==> config.mk <==
export PLATFORM = sky130hd
export DESIGN_NAME = cbd_poly_writer
export DESIGN_NICKNAME = d
export VERILOG_FILES = /design/src/rtl/cbd_poly_writer.sv
export SDC_FILE = /design/constraint.sdc
export NUM_CORES = 1
export LEC_CHECK = 0
export BUFFER_PORTS_ARGS = -buffer_cell sky130_fd_sc_hd__clkbuf_2
export CAP_MARGIN = 20
export CORE_ASPECT_RATIO = 0.8
export CORE_UTILIZATION = 25
export DETAILED_ROUTE_END_ITERATION = 8
export PLACE_DENSITY = 0.39
export SLEW_MARGIN = 20
export SYNTH_ARGS = -nofsm -noshare
export SYNTH_HDL_FRONTEND = slang
export SYNTH_SLANG_ARGS = --single-unit
==> constraint.sdc <==
create_clock -name i_clk -period 5.1 [get_ports i_clk]
set_clock_uncertainty 0.2 [all_clocks]
set_input_delay 0.51 -clock i_clk [delete_from_list [all_inputs] [get_ports i_clk]]
set_output_delay 0.51 -clock i_clk [all_outputs]
set_load 0.005 [all_outputs]
==> src/rtl/cbd_poly_writer.sv <==
// Reduces cbd coefficient beats to canonical mod-q values and writes one
// 256-coefficient polynomial (64 packed words) into the NTT polynomial RAM.
module cbd_poly_writer #(
    parameter int unsigned Q      = 3329,
    parameter int unsigned CW     = 12,
    parameter int unsigned NBEAT  = 16,
    parameter int unsigned PSEL_W = 2
) (
    input  logic                  i_clk,
    input  logic                  i_rst,
    input  logic                  i_start,
    input  logic [PSEL_W-1:0]     i_poly_sel,
    input  logic [47:0]           i_coeffs,
    input  logic                  i_coeffs_valid,
    output logic                  o_coeffs_ready,
    output logic                  o_wr_en,
    output logic [PSEL_W+5:0]     o_wr_addr,
    output logic [4*CW-1:0]       o_wr_data,
    output logic                  o_busy,
    output logic                  o_done
);

    localparam int unsigned NCOEF = 16;
    localparam int unsigned BW    = $clog2(NBEAT);
    localparam int unsigned AW    = PSEL_W + 6;
    localparam int unsigned DW    = 4 * CW;
    localparam logic [BW-1:0] LAST_BEAT = BW'(NBEAT - 1);

    typedef enum logic [1:0] {IDLE, LOAD, DRAIN, DONE} state_t;
    typedef logic [NCOEF-1:0][CW-1:0] coef_buf_t;

    // Negative codes map to Q+x; the sign-extended add wraps modulo 2^CW.
    function automatic logic [CW-1:0] reduce(input logic [2:0] x);
        logic [CW-1:0] r;
        if (x[2]) r = CW'(Q) + {{(CW-3){1'b1}}, x};
        else      r = CW'(x);
        return r;
    endfunction

    function automatic coef_buf_t reduce_beat(input logic [47:0] c);
        coef_buf_t r;
        for (int k = 0; k < NCOEF; k++) r[k] = reduce(c[3*k +: 3]);
        return r;
    endfunction

    function automatic logic [DW-1:0] pick_word(input coef_buf_t b, input logic [1:0] s);
        logic [DW-1:0] r;
        for (int j = 0; j < 4; j++) r[CW*j +: CW] = b[4*int'(s) + j];
        return r;
    endfunction

    function automatic logic [AW-1:0] make_addr(input logic [PSEL_W-1:0] ps,
                                                input logic [BW-1:0] bt,
                                                input logic [1:0] s);
        return {ps, 6'({bt, s})};
    endfunction

    state_t              state_q, state_d;
    logic [BW-1:0]       beat_q, beat_d;
    logic [1:0]          sub_q, sub_d;
    logic [PSEL_W-1:0]   psel_q, psel_d;
    coef_buf_t           buf_q, buf_d;
    coef_buf_t           beat_red;

    logic                ready_d, wr_en_d, busy_d, done_d;
    logic [AW-1:0]       wr_addr_d;
    logic [DW-1:0]       wr_data_d;
    logic                accept;

    assign beat_red = reduce_beat(i_coeffs);
    assign accept   = i_coeffs_valid & o_coeffs_ready;

    // State, counters, buffer and all outputs are registered together.
    always_ff @(posedge i_clk or posedge i_rst) begin
        if (i_rst) begin
            state_q        <= IDLE;
            beat_q         <= '0;
            sub_q          <= '0;
            psel_q         <= '0;
            buf_q          <= '0;
            o_coeffs_ready <= 1'b0;
            o_wr_en        <= 1'b0;
            o_wr_addr      <= '0;
            o_wr_data      <= '0;
            o_busy         <= 1'b0;
            o_done         <= 1'b0;
        end else begin
            state_q        <= state_d;
            beat_q         <= beat_d;
            sub_q          <= sub_d;
            psel_q         <= psel_d;
            buf_q          <= buf_d;
            o_coeffs_ready <= ready_d;
            o_wr_en        <= wr_en_d;
            o_wr_addr      <= wr_addr_d;
            o_wr_data      <= wr_data_d;
            o_busy         <= busy_d;
            o_done         <= done_d;
        end
    end

    // The first word of a beat is written straight from the reduced input,
    // so a beat taken at sub=3 follows the previous word without a bubble.
    always_comb begin
        state_d   = state_q;
        beat_d    = beat_q;
        sub_d     = sub_q;
        psel_d    = psel_q;
        buf_d     = buf_q;
        ready_d   = 1'b0;
        wr_en_d   = 1'b0;
        wr_addr_d = o_wr_addr;
        wr_data_d = o_wr_data;
        busy_d    = o_busy;
        done_d    = 1'b0;

        unique case (state_q)
            IDLE: begin
                if (i_start) begin
                    state_d = LOAD;
                    psel_d  = i_poly_sel;
                    beat_d  = '0;
                    sub_d   = '0;
                    busy_d  = 1'b1;
                    ready_d = 1'b1;
                end
            end
            LOAD: begin
                ready_d = 1'b1;
                if (accept) begin
                    state_d   = DRAIN;
                    buf_d     = beat_red;
                    sub_d     = '0;
                    ready_d   = 1'b0;
                    wr_en_d   = 1'b1;
                    wr_addr_d = make_addr(psel_q, beat_q, 2'd0);
                    wr_data_d = pick_word(beat_red, 2'd0);
                end
            end
            DRAIN: begin
                if (sub_q != 2'd3) begin
                    sub_d     = sub_q + 2'd1;
                    wr_en_d   = 1'b1;
                    wr_addr_d = make_addr(psel_q, beat_q, sub_q + 2'd1);
                    wr_data_d = pick_word(buf_q, sub_q + 2'd1);
                    ready_d   = (sub_q == 2'd2) && (beat_q != LAST_BEAT);
                end else if (beat_q == LAST_BEAT) begin
                    state_d = DONE;
                    done_d  = 1'b1;
                    busy_d  = 1'b0;
                end else begin
                    beat_d = BW'(beat_q + 1'b1);
                    if (accept) begin
                        buf_d     = beat_red;
                        sub_d     = '0;
                        wr_en_d   = 1'b1;
                        wr_addr_d = make_addr(psel_q, BW'(beat_q + 1'b1), 2'd0);
                        wr_data_d = pick_word(beat_red, 2'd0);
                    end else begin
                        state_d = LOAD;
                        ready_d = 1'b1;
                    end
                end
            end
            DONE: begin
                state_d = IDLE;
            end
            default: state_d = IDLE;
        endcase
    end

endmodule

; ---- After elaboration in Yosys (flattened, before gate mapping)
; Index checks and enable logic that the tools add are counted.
[word_totals]
latchBits = 0
memories = 0
ram_bits = 0
out_inout_bits = 60
word_cells = 151
inputBits = 54
mem_bits_ro = 0
regBits = 262
[classes]
n_reduce_logical = 13
muxes = 71
div_mod_pow = 0
bitwise = 1
n_shift = 0
eq_ne = 15
addsub = 21
n_mul = 0
magnitude_cmp = 4
[op_table]
columns = cell, n
row1 = $mux W192, 3
row2 = $pmux W192 S2, 1
row3 = $mux W12, 23
row4 = $add A11 B4 Y12 const A, 16
row5 = $bmux W12 S4, 3
row6 = $mux W48, 3
row7 = $pmux W48 S2, 1
row8 = $mux W8, 4
row9 = $bmux W12 S2, 1
row10 = $mux W2, 9
row11 = $pmux W8 S2, 1
row12 = $reduce_and A4 Y1, 4
row13 = $lt A5 B5 Y1 const B, 3
row14 = $mux W1, 13
row15 = $mux W4, 3
row16 = $ne A2 B2 Y1 const B, 6
row17 = $add A4 B2 Y5 const B, 2
row18 = $ne A3 B3 Y1 const B, 3
row19 = $pmux W2 S4, 1
row20 = $pmux W4 S2, 1
row21 = $eq A2 B2 Y1 const B, 3
row22 = $pmux W2 S3, 1
row23 = $reduce_and A3 Y1, 2
row24 = $add A4 B1 Y5 const B, 1
row25 = 14 further kinds, 17

; ---- Logic depth before layout (Yosys ltp)
; Gate-level depths: netlist (run 1).
[depth]
ltp_word = 7
ltp_mapped = 11
ltp_nobuf = 6

; ---- Least setup slack after synthesis (run 1)
; OpenSTA, ideal clock, no wires.
[synth_timing]
path_type = register -> register
start = reg sub_q[0]
end = reg o_wr_data[22]
period_less_slack_ns = 2.613
setup_slack_ns = 2.487
setup_ns = 0.119
t_arrival_ns = 2.295
path_buffers = 5
path_stages_with_launch = 12
required_ns = 4.781
cell_sequence = dfrtp_1 > buf_6 > buf_4 > buf_2 > inv_1 > ha_1 > buf_4 > buf_2 > nor3b_1 > nand2_1 > a31o_2 > o21a_1
[synth_between]
elab_chain_cells = 7
elab_cells_between_ends = 10
classes_between = 2 x add/sub / 2 x eq/ne / 5 x mux / 1 x reduce/logical
[synth_lines]
columns = element, line_no
row1 = "start, declared", 60  ; logic [1:0] sub_q, sub_d;
row2 = "start signal, assigned", 90  ; sub_q <= sub_d;
row3 = $add A2 B1 Y2, 145  ; wr_data_d = pick_word(buf_q, sub_q + 2'd1);
row4 = $add A4 B1 Y5, 48  ; for (int j = 0; j < 4; j++) r[CW*j +: CW] = b[4*int'(s) + j];
row5 = $bmux W12 S4, 48
row6 = $mux W12 (not written as such) (2 in a row), 48
row7 = $mux W48, 141  ; if (sub_q != 2'd3) begin
row8 = $pmux W48 S2, 117  ; unique case (state_q)
row9 = "end signal, assigned", 96  ; o_wr_data <= wr_data_d;
row10 = "end, declared", 18  ; output logic [4*CW-1:0] o_wr_data,
; Several ways; a longest one is shown, not always the timed one. The select of a mux whose other input is x is not followed.
; A chain may end at the register's enable or synchronous reset.

; ---- Worst setup path after layout (run 1)
[layout_timing]
start = reg sub_q[0]
end = reg o_wr_data[14]
; The elaborated chain is that of the path after synthesis.

==> impl_metrics.env, run 1 <==
export IMPL_cts_tree="yes"
export IMPL_design_die_area_sq_um=33340
export IMPL_yosys_top_cells_count="166 x dfrtp_1, 162 x nand2_1, 102 x o21ai_0"
export IMPL_ys_seq_elements=166
export IMPL_cp_top_family="simple AND/OR/NAND/NOR gates"
export IMPL_cts_resized=0
export IMPL_path_clk_slew_ns=0.07
export IMPL_grt_first_pass_wirelength_mm=36.71
export IMPL_grt_total_usage=0.1470
export IMPL_insertion_delay_ns=0.44
export IMPL_via_per_inst=4.536
export IMPL_die_h_microns=163.5
export IMPL_reg2reg_slack_ns=1.73
export IMPL_wl_mm=23.28
export IMPL_leakage_nw=4.443
export IMPL_grt_overflow=0
export IMPL_detailed_place_hpwl_mm=16.61
export IMPL_root_buffer="clkbuf_16"
export IMPL_power_total_mw=5.677
export IMPL_avgSynthCellArea_sq_um=10.78
export IMPL_cts_setup_buffers=0
export IMPL_timing_final_crit_period_ns=3.373
export IMPL_n_antenna_cell=0
export IMPL_drv_cap=0
export IMPL_routedWlPerCell_microns=18.19
export IMPL_dr_total_vias=5806
export IMPL_pin_count=114
export IMPL_syn_inst=756
export IMPL_rsz0062_at_grt="no"
export IMPL_pre_cts_slack_ns=1.700
export IMPL_slowest_stage="dfrtp_1"
export IMPL_cp_cell_sequence="inv_1, ha_1, buf_4, nor3b_1, a32oi_1, a21oi_1, nor2_1"
export IMPL_layout_setup_ws_ns=1.727
export IMPL_timing_rr_end="o_wr_data[14]$_DFFE_PP0P_"
export IMPL_synthesis_area_sq_um=8152
export IMPL_dp_cells=1249
export IMPL_synthTopCellsByArea="dfrtp_1 51%, nand2_1 7.5%, o21ai_0 6.3%"
export IMPL_tns_ns=0
export IMPL_cp_end_kind="flip-flop"
export IMPL_rr_startpoint="sub_q[0]$_DFFE_PP0P_"
export IMPL_tightest_slew_ns=0.9042
export IMPL_path_depth=7
export IMPL_arrival_ns=3.48
export IMPL_drc=0
export IMPL_dr_pass1_iters=4
export IMPL_synth_top_area_share=0.5096
export IMPL_vdd_drop_max_mv=0.2365
export IMPL_post_route_util=0.3047
export IMPL_cpPeakStageDelay_ns=0.68
export IMPL_ys_flop_type="dfrtp_1"
export IMPL_routabilityCongestion=0.7334
export IMPL_nets=926
export IMPL_post_route_period_util=0.6613
export IMPL_crit_required_ns=5.20
export IMPL_cellPowerDensity_nw_per_um2=586.1
export IMPL_async_reset_ff_frac=1.000
export IMPL_yosysUniqueCellTypes=54
export IMPL_hold_viol=0
export IMPL_antenna_found_initial=0
export IMPL_rr_worst_depth=7
export IMPL_std_cell_rows=58
export IMPL_crit_end="o_wr_data[14]$_DFFE_PP0P_"
export IMPL_path_class="flip-flop to flip-flop"
export IMPL_syn_nets=834
export IMPL_path_max_fanout=15
export IMPL_maxSlewHeadroom=0.3959
export IMPL_hold_path_class="input pin to asynchronous set/reset pin"
export IMPL_grt_max_degree=127
export IMPL_syn_to_final_growth_pct=18.82
export IMPL_cts_hold_buf=0
export IMPL_critPathLaunchType="flip-flop"
export IMPL_setup_viol=0
export IMPL_instances_no_fill=1280
export IMPL_fillCellCount=3363
export IMPL_die_x_microns=203.9
export IMPL_cts_buffer_depth=2
export IMPL_grt_pass1_vias=5844
export IMPL_worst_path_buf_inv=2
export IMPL_max_freq_mhz=296.5
export IMPL_cp_startpoint="sub_q[0]$_DFFE_PP0P_"
export IMPL_start_util=0.2565
export IMPL_drive_above_1_share=0.2442
export IMPL_cts_sinks=166
export IMPL_cts_max_level=4
export IMPL_synth_edf_count=0
export IMPL_seq_area_frac_synth=0.5096
export IMPL_synth_area_leader_cell="dfrtp_1"
export IMPL_status="finished clean"
export IMPL_port_buffers=113
export IMPL_drt_iter0_drc=369
export IMPL_slew_viol_final=0
export IMPL_cts_buffers=17
export IMPL_ant_nets=0
export IMPL_coreArea_sq_um=31790
export IMPL_yosysWarnings=0
export IMPL_post_synth_top_count_cell="dfrtp_1"
## cell type report
type,instances,area (sq um),area share
Sequential cell,166,4154,0.4289
Multi-Input combinational cell,537,3681,0.3801
Timing Repair Buffer,121,650.6,0.06717
Tap cell,420,525.5,0.05426
Clock buffer,19,452.9,0.04676
Clock inverter,12,198.9,0.02054
Inverter,5,22.52,0.002325
## where the power goes
| part | switching, mW | internal [mW] | total (mW) |
|---|---|---|---|
| Combinational | 1.09 | 0.907 | 1.99 |
| Clock | 0.565 | 0.895 | 1.46 |
| Sequential | 0.355 | 1.87 | 2.22 |
## kinds of logic after synthesis
| kind of cell | share of synthesized area |
|---|---|
| xor gates and xnor gates | 0.02149 |
| buffers and inverters | 0.03883 |
| DFF | 0.5096 |
| adders and majority gates | 0.03684 |
| and+or+nand+nor | 0.1342 |
| AOI/OAI and AO/OA | 0.1285 |
| muxes | 0.1306 |
## worst min path at each step
stage	start	cells after the start	slack (ns)	to
after floorplan	buf_q[103]$_DFFE_PP0P_	2	0.24	buf_q[103]$_DFFE_PP0P_
after global placement	buf_q[61]$_DFFE_PP0P_	2	0.26	buf_q[61]$_DFFE_PP0P_
after detailed placement	o_wr_data[6]$_DFFE_PP0P_	2	0.26	o_wr_data[6]$_DFFE_PP0P_
after CTS	i_rst	2	0.08	buf_q[133]$_DFFE_PP0P_
after global routing	i_rst	2	0.1	buf_q[133]$_DFFE_PP0P_
final	i_rst	2	0.05	buf_q[133]$_DFFE_PP0P_
## flip-flops by register name (all words and copies together), names as in the netlist, 2 cells and up
register,cells
buf_q,96
o_wr_data,48
o_wr_addr,8
beat_q,4
psel_q,2
state_q,2
sub_q,2
## metrics by stage
step / instance area [sq um] / hold slack [ns]
3_5_place_dp: 9034 / 0.2647
5_1_grt: 9686 / 0.09645
2_1_floorplan: 8155 / 0.2446
4_1_cts: 9686 / 0.08239
6_report: 9686 / 0.04568
3_3_place_gp: 9034 / 0.2614
## layer usage
layer / track usage / share of wire / routed length [microns]
met4: 0.03178 / 0.0063 / 147
met5: 0 / 0 / 0
met1: 0.2187 / 0.52 / 12120
met2: 0.2178 / 0.44 / 10340
met3: 0.02813 / 0.029 / 674
## worst reg2reg max path, cell delays in order (launching register included)
cell and delay, ns:
dfrtp_1 0.68, inv_1 0.14, ha_1 0.64, buf_4 0.38, nor3b_1 0.61, a32oi_1 0.12, a21oi_1 0.37, nor2_1 0.10
## placed cells by master (no fill, tap or decap), types with 3 or more instances in the layout
cell	instances
clkbuf_16	17
inv_1	4
a21boi_0	3
clkbuf_2	113
nand2_1	162
a21oi_1	5
buf_4	6
a22o_1	5
bufinv_16	5
ha_1	24
nand2b_1	18
a22oi_1	4
a2bb2oi_1	4
dfrtp_1	166
xnor2_1	16
nor3_1	12
mux2i_1	31
mux4_2	18
nor2_1	29
o21ai_0	102
mux2_4	12
nand3_1	7
and2_1	6
clkinv_2	3
mux2_2	15
xor2_1	4
a31oi_1	5
o21a_1	18
No activity file was read; power rests on OpenSTA's default activity.
==> run 2: changes to the inputs <==
clock period = 2.91 ns   (was 5.1 ns; I/O delays follow)
==> impl_metrics.env, run 2 (synthesis results as in run 1) <==
export IMPL_power_total_mw=9.866
export IMPL_setup_viol=0
export IMPL_placed_area_sq_um=9231
export IMPL_cp_cell_sequence="inv_1, ha_1, nor2b_4, buf_4, nor3_1, o21ai_0, o21a_1"
export IMPL_path_max_fanout=13
export IMPL_rr_worst_depth=7
export IMPL_path_clk_slew_ns=0.07
export IMPL_cts_tree="yes"
export IMPL_final_common_cell="dfrtp_1"
export IMPL_worst_path_buf_inv=2
export IMPL_post_route_util=0.3240
export IMPL_ant_nets=0
export IMPL_path_depth=7
export IMPL_drv_cap=0
export IMPL_die_x_microns=203.9
export IMPL_grt_first_pass_wirelength_mm=36.79
export IMPL_cp_top_family="compound AO/OA/AOI/OAI gates"
export IMPL_syn_to_final_growth_pct=26.34
export IMPL_path_class="flip-flop to flip-flop"
export IMPL_leakage_nw=4.698
export IMPL_cellPowerDensity_nw_per_um2=958.0
export IMPL_coreArea_sq_um=31790
export IMPL_instances_no_fill=1350
export IMPL_cts_max_level=4
export IMPL_wl_mm=23.10
export IMPL_vdd_drop_max_mv=0.4332
export IMPL_drt_iter0_drc=286
export IMPL_dp_cells=1267
export IMPL_hold_ws_ns=0.02539
export IMPL_std_cell_rows=58
export IMPL_largest_reg_flops=96
export IMPL_grt_pass1_vias=6080
export IMPL_cts_buffer_depth=2
export IMPL_drive_above_1_share=0.2462
export IMPL_maxSlewHeadroom=0.4740
export IMPL_nets=995
export IMPL_layout_setup_ws_ns=0.2245
export IMPL_cts_hold_buf=51
export IMPL_n_antenna_cell=0
export IMPL_hold_path_class="input pin to flip-flop"
export IMPL_via_per_inst=4.450
export IMPL_reg_top3="buf_q x96, o_wr_data x48, o_wr_addr x8"
export IMPL_insertion_delay_ns=0.44
export IMPL_cts_resized=0
export IMPL_port_buffers=113
export IMPL_dr_total_vias=6008
export IMPL_root_buffer="clkbuf_16"
export IMPL_hold_depth=3
export IMPL_detailed_place_hpwl_mm=16.81
export IMPL_cts_sinks=166
export IMPL_cts_buffers=17
export IMPL_routedWlPerCell_microns=17.11
export IMPL_tns_ns=0
export IMPL_fillCellCount=3346
export IMPL_fin_area_sq_um=10300
export IMPL_routabilityCongestion=0.7679
export IMPL_timing_final_crit_period_ns=2.685
export IMPL_status="finished clean"
export IMPL_cts_setup_buffers=0
export IMPL_pre_cts_slack_ns=0.2290
export IMPL_max_freq_mhz=372.4
export IMPL_start_util=0.2565
export IMPL_dr_pass1_iters=4
export IMPL_tightest_slew_ns=0.7890
export IMPL_cp_end_kind="flip-flop"
export IMPL_slew_viol_final=0
export IMPL_critPathLaunchType="flip-flop"
export IMPL_grt_overflow=0
export IMPL_rsz0062_at_grt="no"
export IMPL_design_die_area_sq_um=33340
export IMPL_final_cell_mix="166 x dfrtp_1, 162 x nand2_1, 113 x clkbuf_2, 102 x o21ai_0, 51 x dlygate4sd3_1"
export IMPL_arrival_ns=2.86
export IMPL_die_h_microns=163.5
export IMPL_grt_max_degree=109
export IMPL_post_route_period_util=0.9228
export IMPL_antenna_found_initial=0
export IMPL_cpPeakStageDelay_ns=0.50
export IMPL_hold_viol=0
export IMPL_grt_total_usage=0.1467
export IMPL_regMostFlops="buf_q"
export IMPL_drc=0
export IMPL_crit_required_ns=3.08
export IMPL_slowest_stage="o21ai_0"
export IMPL_pin_count=114
run 2: area by class of cell:
| class | count | area, sq um | area share |
|---|---|---|---|
| clock buffers | 18 | 439.2 | 0.04264 |
| clock inverters | 14 | 117.6 | 0.01142 |
| inverters | 5 | 22.52 | 0.002187 |
| multi-input cells | 537 | 3681 | 0.3574 |
| flip-flops and latches | 166 | 4154 | 0.4034 |
| well taps | 420 | 525.5 | 0.05103 |
| repair buffers | 190 | 1359 | 0.1319 |
run 2: layer usage:
layer / wire, microns / part of all wire / up-vias / track usage
met4: 212 / 0.0092 / 0 / 0.03759
li1: - / - / 2951 / -
met1: 11990 / 0.52 / 2945 / 0.2153
met5: 0 / 0 / - / 0
met3: 732 / 0.032 / 13 / 0.02873
met2: 10170 / 0.44 / 99 / 0.2182
run 2: where the power goes:
| group | switching [mW] | internal, mW | total (mW) |
|---|---|---|---|
| sequential | 0.610 | 3.27 | 3.89 |
| clock | 1.06 | 1.14 | 2.19 |
| combinational | 1.98 | 1.81 | 3.79 |
run 2: final timing paths:
kind	from	to	slack [ns]
worst min-delay path	i_coeffs[15]	buf_q[60]$_DFFE_PP0P_	0.03
worst max register to register	state_q[0]$_DFFE_PP0P_	o_wr_data[29]$_DFFE_PP0P_	0.22
worst min register to register	o_wr_data[4]$_DFFE_PP0P_	o_wr_data[4]$_DFFE_PP0P_	0.27
max in group asynchronous	i_rst	buf_q[96]$_DFFE_PP0P_	1.49
worst max-delay path	state_q[0]$_DFFE_PP0P_	o_wr_data[29]$_DFFE_PP0P_	0.22
min in group asynchronous	i_rst	o_wr_data[9]$_DFFE_PP0P_	0.37
run 2: worst register-to-register path, cell delays in order, from the launching register on:
cell,delay [ns]
dfrtp_1,0.43
inv_1,0.13
ha_1,0.39
nor2b_4,0.47
buf_4,0.25
nor3_1,0.06
o21ai_0,0.50
o21a_1,0.20
==> run 3: changes to the inputs <==
CORE_MARGIN = 4   (was default)
==> impl_metrics.env, run 3 (synthesis results as in run 1) <==
export IMPL_start_util=0.2565
export IMPL_drt_iter0_drc=304
export IMPL_status="finished clean"
export IMPL_hold_viol=0
export IMPL_dr_total_vias=6008
export IMPL_pin_count=114
export IMPL_path_class="flip-flop to flip-flop"
export IMPL_instances_no_fill=1349
export IMPL_cts_max_level=4
export IMPL_fin_area_sq_um=10290
export IMPL_drive_above_1_share=0.2433
export IMPL_grt_overflow=0
export IMPL_grt_met2_usage=0.2009
export IMPL_wl_mm=23.41
export IMPL_critPathLaunchType="flip-flop"
export IMPL_power_total_mw=9.949
export IMPL_hold_depth=3
export IMPL_layout_setup_ws_ns=0.3478
export IMPL_min_from="i_coeffs[41]"
export IMPL_dp_cells=1264
export IMPL_cts_buffers=17
export IMPL_hold_path_class="input pin to flip-flop"
export IMPL_routabilityCongestion=0.7694
export IMPL_tns_ns=0
export IMPL_placed_area_sq_um=9146
export IMPL_path_max_fanout=25
export IMPL_via_per_inst=4.454
export IMPL_routedWlPerCell_microns=17.35
export IMPL_syn_to_final_growth_pct=26.19
export IMPL_reg_top3="buf_q x96, o_wr_data x48, o_wr_addr x8"
export IMPL_tightest_slew_ns=0.8426
export IMPL_largest_reg_flops=96
export IMPL_insertion_delay_ns=0.45
export IMPL_arrival_ns=2.70
export IMPL_cts_sinks=166
export IMPL_drc=0
export IMPL_post_route_util=0.3236
export IMPL_slew_viol_final=0
export IMPL_use_met3=0.02680
export IMPL_cp_end_kind="flip-flop"
export IMPL_die_x_microns=209.9
export IMPL_maxSlewHeadroom=0.4383
export IMPL_cellPowerDensity_nw_per_um2=967.2
export IMPL_n_antenna_cell=0
export IMPL_cts_resized=0
export IMPL_worstHoldEndpoint="buf_q[164]$_DFFE_PP0P_"
export IMPL_vdd_drop_max_mv=0.4392
export IMPL_design_die_area_sq_um=35580
export IMPL_rsz0062_at_grt="no"
export IMPL_cts_setup_buffers=0
export IMPL_setup_viol=0
export IMPL_antenna_found_initial=0
export IMPL_busiest_layer="met1"
export IMPL_timing_final_crit_period_ns=2.562
export IMPL_final_common_cell="dfrtp_1"
export IMPL_detailed_place_hpwl_mm=17.09
export IMPL_cts_hold_buf=53
export IMPL_ant_nets=0
export IMPL_hold_ws_ns=0.004860
export IMPL_max_freq_mhz=390.3
export IMPL_grt_max_degree=113
export IMPL_timing_rr_end="o_wr_data[23]$_DFFE_PP0P_"
export IMPL_path_clk_slew_ns=0.08
export IMPL_rr_startpoint="state_q[0]$_DFFE_PP0P_"
export IMPL_fillCellCount=3291
export IMPL_pre_cts_slack_ns=0.3078
export IMPL_reg2reg_slack_ns=0.35
export IMPL_nets=994
export IMPL_grt_pass1_vias=6159
export IMPL_coreArea_sq_um=31790
export IMPL_rr_worst_depth=6
export IMPL_post_route_period_util=0.8805
export IMPL_cts_buffer_depth=2
export IMPL_drv_cap=0
export IMPL_regMostFlops="buf_q"
export IMPL_leakage_nw=4.699
export IMPL_port_buffers=113
export IMPL_root_buffer="clkbuf_16"
export IMPL_dr_pass1_iters=4
export IMPL_grt_total_usage=0.1351
export IMPL_crit_required_ns=3.04
export IMPL_std_cell_rows=58
export IMPL_cts_tree="yes"
export IMPL_global_route_usage_met1=0.2022
export IMPL_final_cell_mix="166 x dfrtp_1, 162 x nand2_1, 113 x clkbuf_2, 102 x o21ai_0, 53 x dlygate4sd3_1"
export IMPL_die_h_microns=169.5
export IMPL_grt_first_pass_wirelength_mm=37.31
==> run 3: cell types whose count changed in the layout (fill, tap and decap cells not counted) <==
cell	change
clkinvlp_4	-3
buf_12	-5
clkinv_2	-1
clkbuf_8	+1
inv_8	-1
bufinv_16	+2
buf_4	+2
dlygate4sd3_1	+2
inv_6	+2
==> run 3: metal layers <==
layer / share of wire / wire length [microns]
met1: 0.51 / 12040
met2: 0.45 / 10470
met3: 0.035 / 817
met4: 0.0035 / 82
met5: 0 / 0
==> run 3: final cells by class <==
| class | instances | area [sq um] | area share |
|---|---|---|---|
| repair buffers | 189 | 1294 | 0.1258 |
| clock inverters | 13 | 156.4 | 0.01520 |
| multi-input cells | 537 | 3681 | 0.3579 |
| well taps | 420 | 525.5 | 0.05109 |
| inverters | 5 | 22.52 | 0.002190 |
| clock buffers | 19 | 452.9 | 0.04403 |
| flip-flops and latches | 166 | 4154 | 0.4038 |
==> run 3: critical path, stage by stage (launching register included) <==
cell and delay [ns]:
dfrtp_1 0.43, inv_1 0.12, ha_1 0.33, nand2_1 0.28
o221ai_4 0.75, nor2_1 0.15, o21a_1 0.20
==> run 3: power by group <==
part | internal (mW) | switching, mW | leakage [nW]
sequential | 3.28 | 0.607 | 2.09
combinational | 1.72 | 1.96 | 2.31
clock | 1.34 | 1.05 | 0.300
total | 6.33 | 3.62 | 4.70
==> run 3: worst max path at each step <==
| stage | startpoint | end | slack, ns | cells after the start |
|---|---|---|---|---|
| finish | state_q[0]$_DFFE_PP0P_ | o_wr_data[23]$_DFFE_PP0P_ | 0.35 | 6 |
| global route | state_q[0]$_DFFE_PP0P_ | o_wr_data[23]$_DFFE_PP0P_ | 0.13 | 6 |
| CTS | state_q[0]$_DFFE_PP0P_ | o_wr_data[23]$_DFFE_PP0P_ | 0.28 | 6 |
| detailed placement | state_q[0]$_DFFE_PP0P_ | o_wr_data[23]$_DFFE_PP0P_ | 0.31 | 6 |
| global placement | state_q[0]$_DFFE_PP0P_ | o_wr_data[22]$_DFFE_PP0P_ | 0.41 | 7 |
| floorplan | sub_q[0]$_DFFE_PP0P_ | o_wr_data[22]$_DFFE_PP0P_ | 0.30 | 11 |
